[src/rtl/mem_access_unit_pkg.sv]
// Shared encodings for the MEM-stage data-memory initiator.
// Size codes, memory strobe bit positions, FSM states, request latch.
package mem_access_unit_pkg;

  localparam logic [1:0] SZ_BYTE = 2'd0;
  localparam logic [1:0] SZ_HALF = 2'd1;
  localparam logic [1:0] SZ_WORD = 2'd2;

  localparam int MEM_SIG_WR = 0;
  localparam int MEM_SIG_RD = 1;

  typedef enum logic [2:0] {
    S_IDLE,
    S_RD,
    S_RMW_RD,
    S_WR,
    S_RESP
  } state_e;

  typedef struct packed {
    logic [31:0] addr;
    logic [31:0] wdata;
    logic [1:0]  size;
    logic        we;
    logic        uns;
    logic        err;
  } req_t;

endpackage

[src/rtl/mem_access_align.sv]
// Sub-word store merge and load extract/extend for the data port.
// Purely combinational; the memory is little-endian.
module mem_access_align
  import mem_access_unit_pkg::*;
(
  input  logic [31:0] cap,
  input  logic [31:0] wdata,
  input  logic [1:0]  size,
  input  logic        uns,
  output logic [31:0] wword,
  output logic [31:0] rdata
);

  always_comb begin
    wword = wdata;
    rdata = cap;
    unique case (size)
      SZ_BYTE: begin
        wword = {cap[31:8], wdata[7:0]};
        rdata = {{24{~uns & cap[7]}}, cap[7:0]};
      end
      SZ_HALF: begin
        wword = {cap[31:16], wdata[15:0]};
        rdata = {{16{~uns & cap[15]}}, cap[15:0]};
      end
      default: ;
    endcase
  end

endmodule

[src/rtl/mem_access_unit.sv]
// MEM-stage initiator: one load/store at a time, RMW for sub-word stores.
// Memory strobes come only from registered state, never from req_* inputs.
module mem_access_unit
  import mem_access_unit_pkg::*;
#(
  parameter int MEM_BYTES = 32
) (
  input  logic        clk_i,
  input  logic        rst_n_i,
  input  logic        req_valid_i,
  output logic        req_ready_o,
  input  logic        req_we_i,
  input  logic [1:0]  req_size_i,
  input  logic        req_unsigned_i,
  input  logic [31:0] req_addr_i,
  input  logic [31:0] req_wdata_i,
  output logic        resp_valid_o,
  output logic [31:0] resp_rdata_o,
  output logic        resp_err_o,
  output logic [31:0] mem_addr_o,
  output logic [31:0] mem_data_o,
  output logic [2:0]  mem_signal_o,
  input  logic [31:0] mem_data_i
);

  state_e      state_q, state_d;
  req_t        req_q;
  logic [31:0] cap_q;
  logic [31:0] wword;
  logic [31:0] rdata;
  logic        bad_req;

  // 33-bit sum so addresses near 2^32 cannot wrap into range
  assign bad_req = (req_size_i == 2'd3) ||
                   (({1'b0, req_addr_i} + 33'd3) >= 33'(MEM_BYTES));

  mem_access_align u_align (
    .cap   (cap_q),
    .wdata (req_q.wdata),
    .size  (req_q.size),
    .uns   (req_q.uns),
    .wword (wword),
    .rdata (rdata)
  );

  always_ff @(posedge clk_i) begin
    if (!rst_n_i) begin
      state_q <= S_IDLE;
      req_q   <= '0;
      cap_q   <= '0;
    end else begin
      state_q <= state_d;
      if (state_q == S_IDLE && req_valid_i) begin
        req_q <= '{addr:  req_addr_i,
                   wdata: req_wdata_i,
                   size:  req_size_i,
                   we:    req_we_i,
                   uns:   req_unsigned_i,
                   err:   bad_req};
      end
      if (state_q == S_RD || state_q == S_RMW_RD) begin
        cap_q <= mem_data_i;
      end
    end
  end

  assign mem_addr_o = req_q.addr;

  always_comb begin
    state_d      = state_q;
    req_ready_o  = 1'b0;
    resp_valid_o = 1'b0;
    resp_rdata_o = '0;
    resp_err_o   = 1'b0;
    mem_data_o   = '0;
    mem_signal_o = '0;
    unique case (state_q)
      S_IDLE: begin
        req_ready_o = 1'b1;
        if (req_valid_i) begin
          if (bad_req)                     state_d = S_RESP;
          else if (!req_we_i)              state_d = S_RD;
          else if (req_size_i == SZ_WORD)  state_d = S_WR;
          else                             state_d = S_RMW_RD;
        end
      end
      S_RD, S_RMW_RD: begin
        mem_signal_o[MEM_SIG_RD] = 1'b1;
        state_d = (state_q == S_RD) ? S_RESP : S_WR;
      end
      S_WR: begin
        mem_signal_o[MEM_SIG_WR] = 1'b1;
        mem_data_o = wword;
        state_d    = S_RESP;
      end
      S_RESP: begin
        resp_valid_o = 1'b1;
        resp_err_o   = req_q.err;
        resp_rdata_o = (req_q.err || req_q.we) ? '0 : rdata;
        state_d      = S_IDLE;
      end
      default: state_d = S_IDLE;
    endcase
  end

endmodule

[config.mk]
export PLATFORM = sky130hd
export DESIGN_NAME = mem_access_unit
export DESIGN_NICKNAME = d
export VERILOG_FILES = /design/src/rtl/mem_access_unit_pkg.sv /design/src/rtl/mem_access_align.sv /design/src/rtl/mem_access_unit.sv
export SDC_FILE = /design/constraint.sdc
export NUM_CORES = 1
export LEC_CHECK = 0
export ABC_CLOCK_PERIOD_IN_PS = 2250
export BUFFER_PORTS_ARGS = -buffer_cell sky130_fd_sc_hd__buf_4
export CAP_MARGIN = 20
export CORE_ASPECT_RATIO = 1.5
export CORE_MARGIN = 2
export CORE_UTILIZATION = 35
export DETAILED_ROUTE_END_ITERATION = 10
export RECOVER_POWER = 50
export SLEW_MARGIN = 25
export SYNTH_ARGS = -nofsm -noshare
export SYNTH_HDL_FRONTEND = slang
export SYNTH_SLANG_ARGS = --single-unit
[constraint.sdc]
create_clock -name clk_i -period 2.25 [get_ports clk_i]
set_input_delay 0 -clock clk_i [delete_from_list [all_inputs] [get_ports clk_i]]
set_output_delay 0 -clock clk_i [all_outputs]
set_load 0.02 [all_outputs]
==> summary.md, run 1 <==
| Metric | Value |
|---|---|
| Commonest non-fill, non-tap cell in the layout | `sky130_fd_sc_hd__nand2_1` |
| Starting DRC count in detailed routing | `about 280` |
| CTS clk-pin slew, worst paths | `approximately 0.08 ns` |
| Type of the tightest min-delay check | `in -> reg` |
| Avg Inst Size Synth | `roughly 7.5 sq um` |
| Part of the cycle the worst path needs | `a little over nine tenths` |
| Skew-Pair Late Insertion Delay | `~0.34 ns` |
| Worst slack at placement | `0.357 ns` |
| Leakage power total | `roughly 3.2 nW` |
| Detailed Route WL | `~18 mm` |
| Arrival time worst endpoint | `2.33 ns` |
| Die Height | `roughly 160 um` |
| Highest metal layer with signal wires | `met4` |
| Wire per inst | `14.8 um` |
| Sequential element share of the synthesized area | `37.9%` |
| Top-level port count | `205` |
| Fraction of synthesized cell area taken by the top area cell type | `between 30 and 40%` |
| # setup viols final | `0` |
| Number of warnings issued by yosys | `0` |
| Area leader, netlist | `sky130_fd_sc_hd__dfxtp_1` |
| Total of fill cells in the finished design | `1546` |
| Number of hold violations in the final report | `0` |
| Post-layout minimum cycle time | `2.13 ns` |
| IO buf count | `203` |
| Min Hold Slack | `approximately 0.052 ns` |
| Maximum level of the CTS H-tree | `3` |
| Setup TNS | `0 ns` |
| Internal cell power | `roughly 0.0033 W` |
| Largest net degree at the start of global routing | `47` |
| Worst endpoint required time | `2.45 ns` |
| Cell at the root of the clock tree | `sky130_fd_sc_hd__clkbuf_16` |
| Average via count per standard cell | `4.76` |
| Clock Tree Buf Depth | `2` |
| Setup repair after global routing missed its margin | `false` |
| Clock tree from TritonCTS | `built` |
| Congestion Overflow GR | `0` |
| Slew at the pin with the worst max-slew slack | `between 0.7 and 0.8 ns` |
| Core area | `around 15000 sq um` |
| Number of flops mapped to enable cells by yosys | `0` |
| Share of power burned in the clock network | `40.0%` |
| Gate count after technology mapping | `roughly 730` |
| Path type of the worst setup path | `in -> reg` |
| Syn-to-layout area delta | `48.7%` |
| Share of async-settable or async-resettable flops after synthesis | `0%` |
| Horiz. Die Dim | `between 100 and 150 um` |
| Die area | `roughly 17000 sq um` |
| 1st-pass router iterations | `4` |
| Number of distinct standard cells referenced by the synthesized netlist | `56` |
| Final nets | `between 1000 and 1500` |
| Switching fraction of total power | `about a quarter` |
| Maximum ir drop on the vdd rail | `around 0.00040 V` |
| Num CTS Buffers | `9` |
| Fraction of final layout cells sized beyond drive strength 1 | `a little over a fifth` |
| Total power divided by cell area | `around 550 nW/um^2` |
| Setup slack of the critical path after layout | `0.117 ns` |
| HPWL after DPL | `~12 mm` |
| DRC violation count after routing | `0` |
| Achievable frequency | `approximately 0.47 GHz` |
| Row Count | `between 50 and 60` |
| Worst relative slew slack | `roughly half` |
| Fraction of power consumed by sequential logic | `a little over two fifths` |
| Global Route Usage Sum | `20.8%` |
| Top_reg_cell synth | `sky130_fd_sc_hd__dfxtp_1` |
| Number of register bits inferred by synthesis | `about 100` |
| Largest fanout on the critical path | `5` |
| Antenna violations before repair | `1` |
| Layout Cell Area excl Fill | `8180 sq um` |
| Met3 WL | `785 um` |
| Run status | `finished clean` |
| Global-route wire length before repair | `approximately 28 mm` |
| Synthesized netlist net count | `between 800 and 900` |
| Starting density of the core | `35.5%` |
| Most frequent cells in the layout | `sky130_fd_sc_hd__nand2_1, sky130_fd_sc_hd__buf_4, sky130_fd_sc_hd__dfxtp_1` |
| Dominant cells by area after synthesis | `sky130_fd_sc_hd__dfxtp_1, sky130_fd_sc_hd__nand2_1, sky130_fd_sc_hd__a21boi_0, sky130_fd_sc_hd__buf_4, sky130_fd_sc_hd__a21oi_1` |
| Non-filler cells, final | `approximately 1200` |
| Post-synth design cell area | `between 5000 and 6000 sq um` |
| Total routed wire length on the met1 layer | `slightly below 7 mm` |
| Placed Instances | `1072` |
| Post-detailed-placement cell area | `between 6000 and 7000 sq um` |
| CP endpoint kind | `flop` |
| Number of global-route vias before repair | `approximately 5700` |
| Proportion of power drawn by combinational gates | `~16%` |
| Post-route ant nets | `0` |
| Detailed-routed wire length on met2 | `9.34 mm` |
| Clock sink total | `between 100 and 150` |
| MaxCap Viol Count | `0` |
| Sort of element at the start of the critical path | `primary input` |
| Final weighted congestion of routability-driven global placement | `approximately 0.87` |
| Net switching power | `between 0.001 and 0.0015 W` |
| Vias after detailed routing | `around 5700` |
| Final Max Slew Viols | `0` |
| Clock Skew | `~0.01 ns` |
==> metal layers <==
layer  vias up  track usage [%]
li1       2890                -
met3        37             3.27
met2       162             38.8
met1      2575             23.1
met5         -                0
met4         0             8.65
==> area by class of cell <==
type                    instances  area (sq um)  area share, %
diodes                          2          5.00         0.0612
flip-flops and latches        104          2080           25.5
clock inverters                 5          86.3           1.06
clock buffers                  11           253           3.09
repair buffers                316          2540           31.1
well taps                     203           254           3.11
inverters                      24          90.1           1.10
multi-input cells             525          2870           35.0
==> per-stage QoR <==
| step | power [W] | utilization, % |
|---|---|---|
| after floorplan | 0.00233 | - |
| after global placement | 0.00261 | 45.0 |
| after detailed placement | 0.00261 | 45.0 |
| after CTS | 0.00457 | 53.6 |
| after global routing | 0.00467 | 52.8 |
| final | 0.00447 | 52.8 |
==> repair_timing <==
action | in CTS | in global routing
endpoints found under the hold margin | 102 | 0
buffers inserted | 0 | 0
resized for setup | 0 | 0
hold buffers | 100 | 0
==> Yosys cell counts, types with 8 or more instances <==
cell,n
sky130_fd_sc_hd__nor2_1,24
sky130_fd_sc_hd__nand2_1,235
sky130_fd_sc_hd__nor3_1,8
sky130_fd_sc_hd__buf_4,33
sky130_fd_sc_hd__dfxtp_1,104
sky130_fd_sc_hd__a21oi_1,34
sky130_fd_sc_hd__nand4_1,9
sky130_fd_sc_hd__clkbuf_1,36
sky130_fd_sc_hd__mux2i_1,17
sky130_fd_sc_hd__and2_1,17
sky130_fd_sc_hd__inv_1,24
sky130_fd_sc_hd__a21boi_0,100
sky130_fd_sc_hd__o21ai_0,8
sky130_fd_sc_hd__nand3_1,11
==> power groups by stage <==
stage	logic, W	clock network, W	registers, W
after floorplan	0.000349	0	0.00198
after global placement	0.000614	0	0.00200
after detailed placement	0.000618	0	0.00200
after CTS	0.000760	0.00186	0.00195
after global routing	0.000793	0.00192	0.00196
final	0.000727	0.00179	0.00195
==> final timing paths <==
check	to	cells past startpoint	startpoint	slack (ns)
hold reg to reg	req_q[11]$_SDFFE_PN0P_	2	req_q[11]$_SDFFE_PN0P_	0.46
hold / removal	req_q[16]$_SDFFE_PN0P_	2	rst_n_i	0.05
setup / recovery	req_q[0]$_SDFFE_PN0P_	9	req_addr_i[0]	0.12
setup reg to reg	mem_addr_o[14]$_SDFFE_PN0P_	5	state_q[1]$_SDFFE_PN0P_	0.39
==> cells by family after synthesis <==
family	count (synthesis)	share of synthesized area [%]
buffers and inverters	104	10.1
AO/OA/AOI/OAI	165	20.8
AND/OR/NAND/NOR	337	27.2
other	1	0.0682
XOR/XNOR	4	0.637
multiplexers	18	3.30
flip-flops	104	37.9
==> state kept, by name, indices dropped and copies added, names as in the netlist <==
register	flops
mem_addr_o	32
state_q	3
req_q	37
cap_q	32
==> critical path, stage by stage <==
cell	delay (ns)
sky130_fd_sc_hd__dlygate4sd3_1	0.55
sky130_fd_sc_hd__buf_4	0.15
sky130_fd_sc_hd__o2111a_1	0.33
sky130_fd_sc_hd__or4_1	0.41
sky130_fd_sc_hd__o21ai_0	0.10
sky130_fd_sc_hd__nand3_1	0.12
sky130_fd_sc_hd__nor4_2	0.33
sky130_fd_sc_hd__and4_1	0.25
sky130_fd_sc_hd__a31oi_1	0.08
Note: power is estimated with default switching activity, not from simulation.
==> run 2: changes to the inputs <==
SYNTH_HIERARCHICAL = 1   (was default)
==> run 2 against run 1 <==
Against the previous run:
- final cell count is 3.8% lower
- core utilization is 0.56 points lower
- clock skew is 0.0044 ns lower
- combinational power is 7.3% lower
- via count is 4.4% lower
- clock power is 20% lower
- critical endpoint is now state_q[2]$_SDFFE_PN0P_
- global-route usage is 0.56 points lower
==> summary.md, run 2 <==
| Metric | Value |
|---|---|
| Run status | `finished clean` |
| Cell at the root of the clock tree | `sky130_fd_sc_hd__clkbuf_16` |
| Number of warnings issued by yosys | `6 (+6)` |
| Largest fanout on the critical path | `7 (+2)` |
| Fraction of synthesized cell area taken by the top area cell type | `38.8% (+0.90 points)` |
| Wire per inst | `14.9 um (+0.78%)` |
| Cell-by-cell trace of the critical path | `dlygate4sd3_1 > buf_6 > or4_4 > nor3_4 > o21ai_2 > nor4b_2 > o2111ai_2 > nor4b_4 > o41ai_1` |
| Clock Skew | `0.00559 ns (-0.00436 ns)` |
| Global-route wire length before repair | `26.8 mm (-4.0%)` |
| Worst setup path startpoint | `req_addr_i[15]` |
| Library cell contributing the largest single delay on the critical path | `sky130_fd_sc_hd__dlygate4sd3_1` |
| Number of global-route vias before repair | `5367 (-5.8%)` |
| Maximum level of the CTS H-tree | `3 (unchanged)` |
| Share of power burned in the clock network | `35.4% (-4.6 points)` |
| Share of async-settable or async-resettable flops after synthesis | `0% (unchanged)` |
| Net switching power | `0.00106 W (-6.5%)` |
| Area leader, netlist | `sky130_fd_sc_hd__dfxtp_1` |
| Largest Register | `req_q` |
| Number of distinct standard cells referenced by the synthesized netlist | `50 (-11%)` |
| Fraction of final layout cells sized beyond drive strength 1 | `25.3% (+3.5 points)` |
| End-of-flow core utilization | `52.2% (-0.56 points)` |
| CP endpoint kind | `flop` |
| Compound-Gate Fraction of Synth Area | `14.8% (-6.1 points)` |
| Post-layout minimum cycle time | `2.17 ns (+0.0409 ns)` |
| Maximum ir drop on the vdd rail | `0.000490 V (+23%)` |
| CTS clk-pin slew, worst paths | `0.07 ns (about the same)` |
| HPWL after DPL | `11.3 mm (-7.8%)` |
| Die Height | `156 um (-1.1%)` |
| MaxCap Viol Count | `0 (unchanged)` |
| Clock tree from TritonCTS | `built` |
| Basic-gate share of the synthesized area counting and, or, nand and nor cells | `29.3% (+2.1 points)` |
| Avg Inst Size Synth | `7.54 sq um (+0.56%)` |
| Global Route Usage Sum | `20.2% (-0.56 points)` |
| Starting DRC count in detailed routing | `224 (-19%)` |
| Met2 capacity usage during global routing | `39.4% (+0.60 points)` |
| 1st-pass router iterations | `4 (unchanged)` |
| Diode insertion count for antenna repair | `0 (-2)` |
| CP max stage delay | `0.56 ns (about the same)` |
| Number of flip-flops in the largest register | `37 (unchanged)` |
| Leakage power total | `3.38 nW (+5.5%)` |
| Worst path buffer plus inverter count | `2 (unchanged)` |
| Slew at the pin with the worst max-slew slack | `0.893 ns (+0.163 ns)` |
| Kind of cell with the highest combined delay on the critical path | `simple AND/OR/NAND/NOR gates` |
| Number of flops mapped to enable cells by yosys | `0 (unchanged)` |
| Overall power | `0.00406 W (-9.1%)` |
| Worst relative slew slack | `40.4% (-11 points)` |
| Syn-to-layout area delta | `46.6%` |
| Post-synthesis mux area share | `5.54% (+2.2 points)` |
| Core area | `15100 sq um (-2.7%)` |
| Sequential element share of the synthesized area | `38.8% (+0.90 points)` |
| Sort of element at the start of the critical path | `primary input` |
| Post-route ant nets | `0 (unchanged)` |
| Congestion Overflow GR | `0 (unchanged)` |
| Achievable frequency | `0.460 GHz (-1.9%)` |
| Antenna violations before repair | `0 (-1)` |
| Skew-Pair Late Insertion Delay | `0.33 ns (about the same)` |
| Detailed Route WL | `17.0 mm (-3.0%)` |
| Most common cell in the synthesized netlist | `sky130_fd_sc_hd__nand2_1` |
| Synthesized netlist net count | `815 (-2.5%)` |
| Vias after detailed routing | `5412 (-4.4%)` |
| Number of hold violations in the final report | `0 (unchanged)` |
| Part of the cycle the worst path needs | `96.6% (+1.8 points)` |
| Post-synth design cell area | `5370 sq um (-2.3%)` |
| Switching fraction of total power | `26.2% (+0.72 points)` |
| Commonest non-fill, non-tap cell in the layout | `sky130_fd_sc_hd__nand2_1` |
| Post-synthesis xor/xnor area fraction | `0.489% (-0.15 points)` |
| Clock sink total | `104 (unchanged)` |
| Path type of the worst setup path | `in -> reg` |
| Reg-to-Reg Start | `state_q[1]$_SDFFE_PN0P_` |
| Row Count | `55 (-1.8%)` |
| IO buf count | `203 (unchanged)` |
| Dominant cells by area after synthesis | `sky130_fd_sc_hd__dfxtp_1, sky130_fd_sc_hd__nand2_1, sky130_fd_sc_hd__a21oi_1, sky130_fd_sc_hd__and2_1, sky130_fd_sc_hd__buf_4` |
| Busiest layer in global routing | `met2` |
| Number of register bits inferred by synthesis | `104 (unchanged)` |
| DRC violation count after routing | `0 (unchanged)` |
| Num CTS Buffers | `9 (unchanged)` |
| Final Max Slew Viols | `0 (unchanged)` |
| Met3 usage | `2.80% (-0.47 points)` |
| Dominant combinational cell family by area after synthesis | `simple AND/OR/NAND/NOR gates` |
| Horiz. Die Dim | `105 um (-1.1%)` |
| Average via count per standard cell | `4.73 (-0.69%)` |
| Worst Hold Launch | `req_addr_i[13]` |
| Gate count after technology mapping | `712 (-2.9%)` |
| Fraction of power consumed by sequential logic | `48.0% (+4.3 points)` |
| Clock Tree Buf Depth | `2 (unchanged)` |
| Most frequent cells in the layout | `sky130_fd_sc_hd__nand2_1, sky130_fd_sc_hd__buf_4, sky130_fd_sc_hd__dfxtp_1` |
| # setup viols final | `0 (unchanged)` |
| Top_reg_cell synth | `sky130_fd_sc_hd__dfxtp_1` |
| Total power divided by cell area | `516 nW/um^2 (-5.6%)` |
| Proportion of power drawn by combinational gates | `16.6% (+0.3 points)` |
| Die area | `16400 sq um (-2.2%)` |
| Final weighted congestion of routability-driven global placement | `0.810 (-6.7%)` |
| Largest net degree at the start of global routing | `44 (-6.4%)` |
| Adder-cell share of the synthesized area | `0% (unchanged)` |
| Final nets | `1044 (-3.6%)` |
| Commonest cells in the synthesized netlist | `sky130_fd_sc_hd__nand2_1, sky130_fd_sc_hd__dfxtp_1, sky130_fd_sc_hd__a21oi_1` |
| Fraction of met1 tracks used by global routing | `22.3% (-0.78 points)` |
| Type of the tightest min-delay check | `in -> reg` |
| Starting density of the core | `35.6% (+0.13 points)` |
| Top-level port count | `205 (unchanged)` |
| Worst endpoint required time | `2.47 ns (+0.02 ns)` |
| Arrival time worst endpoint | `2.39 ns (+0.06 ns)` |
| Internal cell power | `0.00300 W (-10%)` |
-- run 2: area by class of cell --
type                       count  area [sq um]
clock inverter                 5          33.8
multi-input combinational    506          2760
sequential                   104          2080
tap                          199           249
timing repair buffer         318          2510
clock buffer                  11           233
inverter                       2          8.76
fill                        1461          7200
-- run 2: metrics by stage --
step	cells	setup slack, ns	hold slack, ns	area, sq um	TNS (ns)
final	1145	0.0764	0.107	7870	0
after global routing	1145	-0.0231	0.110	7870	-0.0380
after CTS	1148	0.0264	0.446	7980	0
after detailed placement	1030	0.222	0.256	6690	0
after global placement	1030	0.268	0.247	6690	0
after floorplan	712	0.228	0.136	5370	0
-- run 2: per-layer routing --
metal	part of all wire, %	up-vias
li1	-	2747
met1	40	2482
met2	54	164
met3	3.7	19
met4	1.9	0
met5	0	-
-- run 2: worst paths after layout --
check	end	slack (ns)	depth (start not counted)
setup reg to reg	mem_addr_o[14]$_SDFFE_PN0P_	0.31	5
hold reg to reg	req_q[8]$_SDFFE_PN0P_	0.45	2
setup / recovery	state_q[2]$_SDFFE_PN0P_	0.08	9
hold / removal	mem_addr_o[13]$_SDFFE_PN0P_	0.11	3
-- run 2: repair_timing --
| item | in CTS | in global routing |
|---|---|---|
| hold endpoints to repair | 103 | 0 |
| endpoints found under the setup margin | 0 | 31 |
| buffers inserted | 0 | 0 |
| hold buffers | 102 | 0 |
| resized for setup | 0 | 11 |
-- run 2: cell families (layout without fill, tap and decap cells) --
kind of cell	Yosys count	count (layout)
buf+inv	102	336
other cells	1	1
flops	104	104
compound gates	144	144
mux	26	26
simple gates	332	332
xor+xnor	3	3
-- run 2: worst register-to-register path, cell delays in order (launching register included) --
cell and delay, ns:
sky130_fd_sc_hd__dfxtp_1 0.50, sky130_fd_sc_hd__nand2b_1 0.20, sky130_fd_sc_hd__or3_2 0.13, sky130_fd_sc_hd__buf_2 0.69
sky130_fd_sc_hd__nand2_1 0.15, sky130_fd_sc_hd__a21oi_1 0.20
-- run 2: power by group through the flow --
stage | Sequential (W) | Clock (W) | Combinational (W)
global placement | 0.00199 | 0 | 0.000558
global route | 0.00196 | 0.00155 | 0.000739
detailed placement | 0.00199 | 0 | 0.000559
CTS | 0.00195 | 0.00149 | 0.000704
floorplan | 0.00198 | 0 | 0.000336
finish | 0.00195 | 0.00144 | 0.000674
==> run 3: changes to the inputs <==
REMOVE_ABC_BUFFERS = 1   (was default)
SKIP_CTS_REPAIR_TIMING = 1   (was default)
SYNTH_HIERARCHICAL = default   (was 1)
==> run 3 against run 2 <==
Against the previous run:
- the flow now finishes with violations (negative hold slack)
- core utilization is 0.18 points lower
- register-to-register slack worse by 0.03 ns
- hold slack worse by 0.13 ns
- routed wire length is 3.3% higher
- critical path type unchanged
==> summary.md, run 3 (synthesis gave the netlist of run 1 again) <==
| Metric | Value |
|---|---|
| Clock Skew | `0.0111 ns (+0.00550 ns)` |
| Kind of cell with the highest combined delay on the critical path | `simple AND/OR/NAND/NOR gates` |
| Setup repair after global routing missed its margin | `false` |
| Leakage power total | `3.16 nW (-6.6%)` |
| Fraction of final layout cells sized beyond drive strength 1 | `21.8% (-3.5 points)` |
| Run status | `finished, violations left` |
| Row Count | `56 (+1.8%)` |
| Die Height | `158 um (+1.1%)` |
| Vias after detailed routing | `5662 (+4.6%)` |
| Proportion of power drawn by combinational gates | `17.0% (+0.4 points)` |
| Cell-by-cell trace of the critical path | `dlygate4sd3_1 > buf_4 > nand4_1 > nor4_1 > nor3b_2 > mux2_1 > o21ai_1 > and4_1 > a31oi_1` |
| Part of the cycle the worst path needs | `92.1% (-4.5 points)` |
| Maximum level of the CTS H-tree | `3 (unchanged)` |
| Min Hold Slack | `-0.0203 ns (-0.127 ns)` |
| Cell at the root of the clock tree | `sky130_fd_sc_hd__clkbuf_16` |
| Average via count per standard cell | `4.76 (+0.75%)` |
| IO buf count | `203 (unchanged)` |
| Post-route ant nets | `0 (unchanged)` |
| Met3 WL | `679 um (+6.8%)` |
| Slew at the pin with the worst max-slew slack | `0.722 ns (-0.171 ns)` |
| CTS clk-pin slew, worst paths | `0.06 ns (about the same)` |
| CP max stage delay | `0.53 ns (-0.03 ns)` |
| 1st-pass router iterations | `4 (unchanged)` |
| CP endpoint kind | `flop` |
| Final Max Slew Viols | `0 (unchanged)` |
| Largest Register | `req_q` |
| Sort of element at the start of the critical path | `primary input` |
| Failing checks | `negative hold slack` |
| Clock Tree Buf Depth | `2 (unchanged)` |
| Starting DRC count in detailed routing | `207 (-7.6%)` |
| Antenna violations before repair | `0 (unchanged)` |
| Path type of the worst setup path | `in -> reg` |
| Number of global-route vias before repair | `5121 (-4.6%)` |
| Total power divided by cell area | `518 nW/um^2 (+0.36%)` |
| Switching fraction of total power | `26.6% (+0.41 points)` |
| Die area | `16800 sq um (+2.3%)` |
| Post-layout minimum cycle time | `2.07 ns (-0.101 ns)` |
| Achievable frequency | `0.482 GHz (+4.9%)` |
| Detailed Route WL | `17.6 mm (+3.3%)` |
| Library cell contributing the largest single delay on the critical path | `sky130_fd_sc_hd__dlygate4sd3_1` |
| Overall power | `0.00417 W (+2.8%)` |
| Clock sink total | `104 (unchanged)` |
| Largest fanout on the critical path | `5 (-2)` |
| Number of hold violations in the final report | `2 (+2)` |
| Skew-Pair Late Insertion Delay | `0.34 ns (about the same)` |
| Global-route wire length before repair | `25.9 mm (-3.1%)` |
| MaxCap Viol Count | `0 (unchanged)` |
| Internal cell power | `0.00306 W (+2.2%)` |
| Most frequent cells in the layout | `sky130_fd_sc_hd__nand2_1, sky130_fd_sc_hd__buf_4, sky130_fd_sc_hd__dfxtp_1` |
| Total routed wire length on the met1 layer | `6.98 mm (+1.7%)` |
| Highest metal layer with signal wires | `met4` |
| Total of fill cells in the finished design | `1563 (+7.0%)` |
| Wire per inst | `14.8 um (-0.56%)` |
| Worst relative slew slack | `51.8% (+11 points)` |
| Final weighted congestion of routability-driven global placement | `0.848 (+4.7%)` |
| Clock tree from TritonCTS | `built` |
| Share of power burned in the clock network | `36.2% (+0.8 points)` |
| Diode insertion count for antenna repair | `0 (unchanged)` |
| Worst endpoint required time | `2.45 ns (-0.02 ns)` |
| Num CTS Buffers | `9 (unchanged)` |
| Top-level port count | `205 (unchanged)` |
| Setup TNS | `0 ns (unchanged)` |
| Maximum ir drop on the vdd rail | `0.000477 V (-2.6%)` |
| Fraction of power consumed by sequential logic | `46.8% (-1.2 points)` |
| # setup viols final | `0 (unchanged)` |
| DRC violation count after routing | `0 (unchanged)` |
| Congestion Overflow GR | `0 (unchanged)` |
| Worst path buffer plus inverter count | `2 (unchanged)` |
| Global Route Usage Sum | `19.5% (-0.67 points)` |
| Horiz. Die Dim | `106 um (+1.1%)` |
| Starting density of the core | `35.5% (-0.13 points)` |
| Number of flip-flops in the largest register | `37 (unchanged)` |
| Final nets | `1084 (+3.8%)` |
| Core area | `15500 sq um (+2.7%)` |
| Type of the tightest min-delay check | `in -> reg` |
| Net switching power | `0.00111 W (+4.4%)` |
| Commonest non-fill, non-tap cell in the layout | `sky130_fd_sc_hd__nand2_1` |
| Detailed-routed wire length on met2 | `9.60 mm (+4.2%)` |
| Largest net degree at the start of global routing | `56 (+27%)` |
| Arrival time worst endpoint | `2.27 ns (-0.12 ns)` |
| HPWL after DPL | `12.0 mm (+6.4%)` |
| Syn-to-layout area delta | `46.6% (about the same)` |
==> run 3: final timing paths <==
path | startpoint | end | slack (ns) | cells after the start
setup / recovery | req_addr_i[25] | req_q[0]$_SDFFE_PN0P_ | 0.18 | 9
hold / removal | req_addr_i[5] | mem_addr_o[5]$_SDFFE_PN0P_ | -0.02 | 3
setup reg to reg | state_q[1]$_SDFFE_PN0P_ | mem_addr_o[18]$_SDFFE_PN0P_ | 0.28 | 5
hold reg to reg | req_q[6]$_SDFFE_PN0P_ | req_q[6]$_SDFFE_PN0P_ | 0.46 | 2
==> run 3: layout make-up <==
cell class              count  area, sq um  share of cell area, %
inverters                  24         90.1                   1.12
flip-flops and latches    104         2080                   25.8
multi-input cells         525         2870                   35.6
clock inverters             4         33.8                  0.419
well taps                 203          254                   3.15
clock buffers              12          246                   3.06
repair buffers            317         2490                   30.9
==> run 3: power groups by stage <==
| stage | Combinational, W | Sequential [W] | Clock (W) |
|---|---|---|---|
| 6_report | 0.000709 | 0.00195 | 0.00151 |
| 5_1_grt | 0.000775 | 0.00196 | 0.00165 |
| 4_1_cts | 0.000606 | 0.00196 | 0.00159 |
| 3_5_place_dp | 0.000605 | 0.00200 | 0 |
| 3_3_place_gp | 0.000603 | 0.00200 | 0 |
| 2_1_floorplan | 0.000210 | 0.00204 | 0 |
==> run 3: worst register-to-register path: stages (launching register included) <==
cell	delay [ns]
sky130_fd_sc_hd__dfxtp_1	0.38
sky130_fd_sc_hd__nor2b_1	0.22
sky130_fd_sc_hd__and2_2	0.40
sky130_fd_sc_hd__clkbuf_4	0.53
sky130_fd_sc_hd__nand2_1	0.15
sky130_fd_sc_hd__a21boi_0	0.21
==> run 3: stage by stage <==
step	instance area (sq um)	hold WS (ns)	util (%)	cells	setup slack, ns
2_1_floorplan	5030	0.138	-	653	0.0996
3_3_place_gp	6950	0.264	44.9	1075	0.384
3_5_place_dp	6950	0.267	44.9	1075	0.336
4_1_cts	7230	-0.113	46.7	1091	0.184
5_1_grt	8060	0.0135	52.1	1189	0.0490
6_report	8060	-0.0203	52.1	1189	0.177
==> run 3: layer usage <==
layer | track usage, % | up-vias
li1 | - | 2885
met1 | 22.2 | 2619
met2 | 36.6 | 136
met3 | 3.15 | 22
met4 | 6.70 | 0
met5 | 0 | -
